--- config.mk ---
export PLATFORM = sky130hd
export DESIGN_NAME = fft_result_serializer
export DESIGN_NICKNAME = d
export VERILOG_FILES = /design/src/rtl/fft_result_serializer.sv
export SDC_FILE = /design/constraint.sdc
export NUM_CORES = 1
export LEC_CHECK = 0
export CORE_ASPECT_RATIO = 0.6
export CORE_MARGIN = 2
export CORE_UTILIZATION = 56
export CTS_CLUSTER_SIZE = 40
export DETAILED_ROUTE_END_ITERATION = 6
export GPL_TIMING_DRIVEN = 0
export PLACE_DENSITY = 0.86
export RECOVER_POWER = 50
export SLEW_MARGIN = 15
export SYNTH_ARGS = -nofsm -noshare
export SYNTH_HDL_FRONTEND = slang
export SYNTH_SLANG_ARGS = --single-unit
--- constraint.sdc ---
create_clock -name i_clk -period 10.7 [get_ports i_clk]
set_clock_uncertainty 0.1 [all_clocks]
set_input_delay 1.605 -clock i_clk [delete_from_list [all_inputs] [get_ports i_clk]]
set_output_delay 1.605 -clock i_clk [all_outputs]
set_load 0.02 [all_outputs]
--- src/rtl/fft_result_serializer.sv ---
`default_nettype none
// ============================================================================
// Module   : fft_result_serializer
// Purpose  : Snapshots one FFT result frame (NUM_POINTS complex words) and
//            streams it byte-by-byte to a UART transmitter with a
//            one-byte-in-flight start/done handshake.
//            Frame layout: SYNC_BYTE, then per bin the real word LSB-first,
//            followed by the imaginary word LSB-first when mode_im=1,
//            optionally followed by an XOR checksum byte.
// Ports    : i_clk, i_rst (async, active-low)
//            i_frame_valid, i_frame_re, i_frame_im, i_mode_im : frame input
//            o_tx_start, o_tx_byte, i_tx_done                 : UART_TX side
//            o_busy, o_frame_done, o_overrun                  : status
// Options  : FFT_SER_CHECKSUM_EN - append XOR of all data bytes to each frame
// Revision : 1.0 - initial release
// ============================================================================
module fft_result_serializer #(
  parameter int         NUM_POINTS = 16,
  parameter int         WORD_SIZE  = 16,
  parameter logic [7:0] SYNC_BYTE  = 8'hA5
) (
  input  logic                           i_clk,
  input  logic                           i_rst,
  input  logic                           i_frame_valid,
  input  logic [NUM_POINTS*WORD_SIZE-1:0] i_frame_re,
  input  logic [NUM_POINTS*WORD_SIZE-1:0] i_frame_im,
  input  logic                           i_mode_im,
  output logic                           o_tx_start,
  output logic [7:0]                     o_tx_byte,
  input  logic                           i_tx_done,
  output logic                           o_busy,
  output logic                           o_frame_done,
  output logic                           o_overrun
);

  localparam int BPW     = WORD_SIZE / 8;
  localparam int D_REAL  = NUM_POINTS * BPW;
  localparam int D_CPLX  = 2 * D_REAL;
`ifdef FFT_SER_CHECKSUM_EN
  localparam int CSUM_BYTES = 1;
`else
  localparam int CSUM_BYTES = 0;
`endif
  localparam int MAX_LEN = 1 + D_CPLX + CSUM_BYTES;
  localparam int IDX_W   = $clog2(MAX_LEN);
  // Index 0 is the header, so the last index equals the data+checksum count.
  localparam logic [IDX_W-1:0] LAST_REAL = IDX_W'(D_REAL + CSUM_BYTES);
  localparam logic [IDX_W-1:0] LAST_CPLX = IDX_W'(D_CPLX + CSUM_BYTES);

  typedef enum logic [1:0] {
    IDLE = 2'd0,
    SEND = 2'd1,
    WAIT = 2'd2,
    DONE = 2'd3
  } state_t;

  state_t                           state;
  state_t                           next_state;
  logic [IDX_W-1:0]                 idx;
  logic [IDX_W-1:0]                 last_idx;
  logic [IDX_W-1:0]                 data_idx;
  logic [NUM_POINTS*WORD_SIZE-1:0]  snap_re;
  logic [NUM_POINTS*WORD_SIZE-1:0]  snap_im;
  logic                             snap_mode;
  logic [2*NUM_POINTS*WORD_SIZE-1:0] interleaved;
  logic [2*NUM_POINTS*WORD_SIZE-1:0] data_flat;
  logic [7:0]                       data_byte;
  logic [7:0]                       cur_byte;
  logic                             active;
  logic                             accept;
  logic                             overrun_pulse;
  logic                             byte_acked;

  assign active     = (state == SEND) || (state == WAIT);
  // DONE behaves like IDLE for new frames so back-to-back frames lose no cycle.
  assign accept     = i_frame_valid && ((state == IDLE) || (state == DONE));
  assign last_idx   = snap_mode ? LAST_CPLX : LAST_REAL;
  assign data_idx   = idx - IDX_W'(1);
  assign byte_acked = (state == WAIT) && i_tx_done;

  // Complex mode: lay out {im[k], re[k]} per bin so the byte stream becomes a
  // plain LSB-first walk through one flat vector.
  genvar k;
  generate
    for (k = 0; k < NUM_POINTS; k++) begin : g_interleave
      assign interleaved[k*2*WORD_SIZE +: WORD_SIZE]             = snap_re[k*WORD_SIZE +: WORD_SIZE];
      assign interleaved[k*2*WORD_SIZE + WORD_SIZE +: WORD_SIZE] = snap_im[k*WORD_SIZE +: WORD_SIZE];
    end
  endgenerate

  assign data_flat = snap_mode ? interleaved
                               : {{(NUM_POINTS*WORD_SIZE){1'b0}}, snap_re};
  // Byte offset as {idx, 3'b000} avoids overflow of a narrow multiply.
  assign data_byte = data_flat[{data_idx, 3'b000} +: 8];

`ifdef FFT_SER_CHECKSUM_EN
  logic [7:0] csum;

  always_ff @(posedge i_clk or negedge i_rst) begin
    if (!i_rst) begin
      csum <= 8'h00;
    end else if (accept) begin
      csum <= 8'h00;
    end else if (byte_acked && (idx != '0) && (idx != last_idx)) begin
      csum <= csum ^ data_byte;
    end
  end

  always_comb begin
    cur_byte = data_byte;
    if (idx == '0) begin
      cur_byte = SYNC_BYTE;
    end else if (idx == last_idx) begin
      cur_byte = csum;
    end
  end
`else
  always_comb begin
    cur_byte = data_byte;
    if (idx == '0) begin
      cur_byte = SYNC_BYTE;
    end
  end
`endif

  always_ff @(posedge i_clk or negedge i_rst) begin
    if (!i_rst) begin
      state <= IDLE;
    end else begin
      state <= next_state;
    end
  end

  always_comb begin
    next_state   = state;
    o_tx_start   = 1'b0;
    o_busy       = active;
    o_frame_done = 1'b0;
    o_tx_byte    = active ? cur_byte : 8'h00;
    o_overrun    = overrun_pulse;
    case (state)
      IDLE: begin
        if (i_frame_valid) next_state = SEND;
      end
      SEND: begin
        o_tx_start = 1'b1;
        next_state = WAIT;
      end
      WAIT: begin
        if (i_tx_done) next_state = (idx == last_idx) ? DONE : SEND;
      end
      DONE: begin
        o_frame_done = 1'b1;
        next_state   = i_frame_valid ? SEND : IDLE;
      end
      default: next_state = IDLE;
    endcase
  end

  always_ff @(posedge i_clk or negedge i_rst) begin
    if (!i_rst) begin
      idx           <= '0;
      snap_re       <= '0;
      snap_im       <= '0;
      snap_mode     <= 1'b0;
      overrun_pulse <= 1'b0;
    end else begin
      overrun_pulse <= i_frame_valid && active;
      if (accept) begin
        snap_re   <= i_frame_re;
        snap_im   <= i_frame_im;
        snap_mode <= i_mode_im;
        idx       <= '0;
      end else if (state == DONE) begin
        idx <= '0;
      end else if (byte_acked && (idx != last_idx)) begin
        idx <= idx + IDX_W'(1);
      end
    end
  end

endmodule
`default_nettype wire

==> impl_metrics.tcl <==
set metrics [dict create \
    synth_mux_area_share_pct 37.9 \
    fin_ws_ps 1210 \
    synth_top_area_share_pct 50.3 \
    fmax_ghz 0.105 \
    ys_warn_count 0 \
    cap_violations 4 \
    clockBufferDepth 3 \
    syn-num-nets 2358 \
    wirelength_mm 119 \
    synth-main-ff-cell "dfrtp_1" \
    cts_tree "done" \
    wl_per_cell_um 38.6 \
    synth_seq_area_share_pct 50.3 \
    p_leak_nw 13.6 \
    grt.overflow.total 0 \
    synth.top_cells.by_area "dfrtp_1 50%, mux2_2 22%, mux4_2 14%" \
    seqCellArea_um2 13100 \
    synth_fa_ha_area_share_pct 0.385 \
    yosys.area.top_type "dfrtp_1" \
    reg2reg_depth 12 \
    p_switching_mw 5.66 \
    fin_hold_ws_ps 404 \
    via_count 21900 \
    initial_core_util_pct 56.5 \
    status "finished with violations" \
    core_um2 46100 \
    cts_buffers 48 \
    die_h_um 171 \
    p_int_mw 7.10 \
    pwr-share-comb_pct 55.0 \
    peakVddDrop_mv 0.176 \
    holdPathEnd "snap_im[253]$_DFFE_PN0P_" \
    p_sw_share_pct 44.4 \
    grtUsageTotal_pct 49.4 \
    htree_num_levels 2 \
    grt_max_degree 108 \
    synth.distinct_cells 62 \
    ant_nets 0 \
    die_area_um2 48300 \
    rows 61 \
    clkLatencyLatePin_ps 600 \
    io_buffers 528 \
    violations "capacitance limit, slew limit" \
    cts_root_buf "clkbuf_16" \
    slew_headroom_pct -243 \
    syn_area_per_cell_um2 14.2 \
    dr.first_iter.drc_count 3875 \
    rr_endpoint "idx[1]$_DFFE_PN0P_" \
    synth-seq-cells 523 \
    finalPower_mw 12.8 \
    cts_setup_buffers 0 \
    cts_resized 0 \
    final_hold_viol_count 0 \
    cp-end-kind "primary output" \
    timing.rr.start "idx[0]$_DFFE_PN0P_" \
    grt_setup_unrepaired "false" \
    setup_viol_count_final 0 \
    synth_edf_count 0 \
    cts.sink_count 523 \
    nNetsFinal 2942 \
    die_w_um 282 \
    ys_async_sr_fraction_pct 100 \
    synth_compound_area_share_pct 3.35 \
    multi_input_area_um2 12300 \
    drive_above_1_share_pct 33.8 \
    worst_ep_required_time_ps 9000 \
    sequentialPowerShare_pct 30.6 \
    p_per_area_nw_per_um2 377 \
    slew_viol_final 240 \
    synth_xor_area_share_pct 0.461 \
    min_from "snap_im[253]$_DFFE_PN0P_" \
    nFillCells 2980 \
    ff2ff_setup_slack_ps 4850 \
    antenna_found_initial 9 \
    area_growth_pct 30.0 \
    synth_top_family_by_area "multiplexers" \
    syn-cell-area_um2 26000 \
    yosys.area_share.simple_pct 5.09 \
    cp-start-kind "flip-flop" \
    grt_pass1_wl_mm 163 \
    pre_cts_ws_ps 2250 \
    ios 529 \
    fin_crit_sh_pct 88.7 \
    syn_inst 1833 \
    period_needed_ps 9490 \
    ctsHoldBuffers 0 \
    drc 0 \
    arrival_ps 7790 \
    hp-class "flip-flop to flip-flop" \
    clkSlewWorstSetupHoldPaths_ps 70 \
    routed_via_density 7.10 \
    worst_pin_slew_ps 5140 \
    cp_max_fo 11 \
    firstDrtPassIters 7 \
    globalplace.congestion 1.06 \
    p_clk_share_pct 14.4 \
    crit_type "flip-flop to primary output" \
    grt_pass1_vias 21800 \
    holdPathStages 1 \
    place_hpwl_mm 89.6 \
]
==> power by group through the flow <==
stage	sequential [mW]	combinational, mW	clock, mW
4_1_cts	3.81	6.67	1.83
2_1_floorplan	3.43	4.15	0
3_5_place_dp	3.82	6.61	0
5_1_grt	3.94	7.07	1.90
6_report	3.90	7.02	1.84
3_3_place_gp	3.77	6.48	0
==> state kept, by name, summed over array words and instances (netlist names) <==
signal	count
snap_re	256
state	2
o_overrun	1
snap_im	256
snap_mode	1
idx	7
==> layout by cell type (no fill, tap or decap), drive strengths merged, types with 5 or more instances in the layout <==
master,instances
clkdlybuf4s50,525
dfrtp,523
mux2,518
mux4,157
nand2,157
clkbuf,155
buf,59
nand3,50
mux2i,49
nor2,41
o21ai,32
a21oi,23
a32oi,14
a31oi,13
nand4,9
clkinv,9
inv,9
a311oi,8
ha,8
and3,7
o2111ai,7
xnor2,7
nor3,7
diode,5
o31ai,5
a22oi,5
xor2,5
==> how the worst max path moves through the flow <==
stage	slack, ps	start	end	depth (start not counted)
floorplan	5330	idx[0]$_DFFE_PN0P_	o_tx_byte[2]	14
global placement	-14750	i_rst	snap_im[229]$_DFFE_PN0P_	1
detailed placement	2250	idx[0]$_DFFE_PN0P_	o_tx_byte[6]	15
CTS	1670	idx[0]$_DFFE_PN0P_	o_tx_byte[6]	15
global route	1300	idx[0]$_DFFE_PN0P_	o_tx_byte[6]	15
finish	1210	idx[0]$_DFFE_PN0P_	o_tx_byte[6]	15
==> through the flow <==
stage	cell area, um2	setup TNS, ps	instances	utilization [%]
global placement	32100	-7669100	2991	69.6
floorplan	26000	0	1833	-
finish	33900	0	3087	73.4
detailed placement	32300	0	2997	70.0
CTS	33900	0	3082	73.5
global route	33800	0	3083	73.4
==> critical path, stage by stage, from the launching register on <==
cell and delay, ps:
dfrtp_1 360, buf_2 220, buf_4 350, buf_2 580
inv_1 190, clkbuf_1 490, ha_1 490, clkbuf_1 460
buf_2 600, clkbuf_1 920, clkbuf_1 700, a311oi_1 80
a311oi_1 650, nor3_1 100, a311o_1 340, clkdlybuf4s50_1 610
==> cells in the mapped netlist, types with 4 or more instances <==
| library cell | n |
|---|---|
| ha_1 | 8 |
| inv_1 | 6 |
| o31ai_1 | 5 |
| a311oi_1 | 8 |
| xor2_1 | 4 |
| nor3_1 | 5 |
| buf_4 | 18 |
| o21ai_0 | 32 |
| a21oi_1 | 23 |
| o211ai_1 | 4 |
| or3_1 | 4 |
| nand3_1 | 50 |
| nand2_1 | 156 |
| mux2_2 | 518 |
| xnor2_1 | 6 |
| a31oi_1 | 13 |
| nand4_1 | 9 |
| a32oi_1 | 14 |
| a22oi_1 | 5 |
| mux2i_1 | 49 |
| and3_1 | 7 |
| o2111ai_1 | 7 |
| clkbuf_1 | 81 |
| buf_2 | 34 |
| mux4_2 | 157 |
| dfrtp_1 | 523 |
| or4_1 | 4 |
| nor2_1 | 38 |
==> layout make-up <==
type                            instances  share of cell area [%]
Timing Repair Buffer                  534                    15.9
Buffer                                137                    1.90
Tap cell                              630                    2.33
Antenna cell                            5                  0.0370
Clock inverter                         15                   0.547
Inverter                                8                  0.0887
Clock buffer                           70                    4.27
Multi-Input combinational cell       1165                    36.3
Sequential cell                       523                    38.7
==> layer usage <==
layer  routed length [um]  vias up  track usage [%]
li1                     -     8052                -
met1                44900    11300             68.1
met2                49300     2111             68.1
met3                19300      422             21.9
met4                 5680        4             20.4
met5                   25        -                0
==> cells by family (layout without fill, tap and decap cells) <==
| logic type | Yosys count | in the layout |
|---|---|---|
| muxes | 724 | 724 |
| DFF | 523 | 523 |
| and+or+nand+nor | 293 | 293 |
| buffers and inverters | 145 | 764 |
| AOI/OAI and AO/OA | 128 | 128 |
| xor gates and xnor gates | 12 | 12 |
| adders and majority gates | 8 | 8 |
| other | 0 | 5 |
No activity file was read; power rests on OpenSTA's default activity.
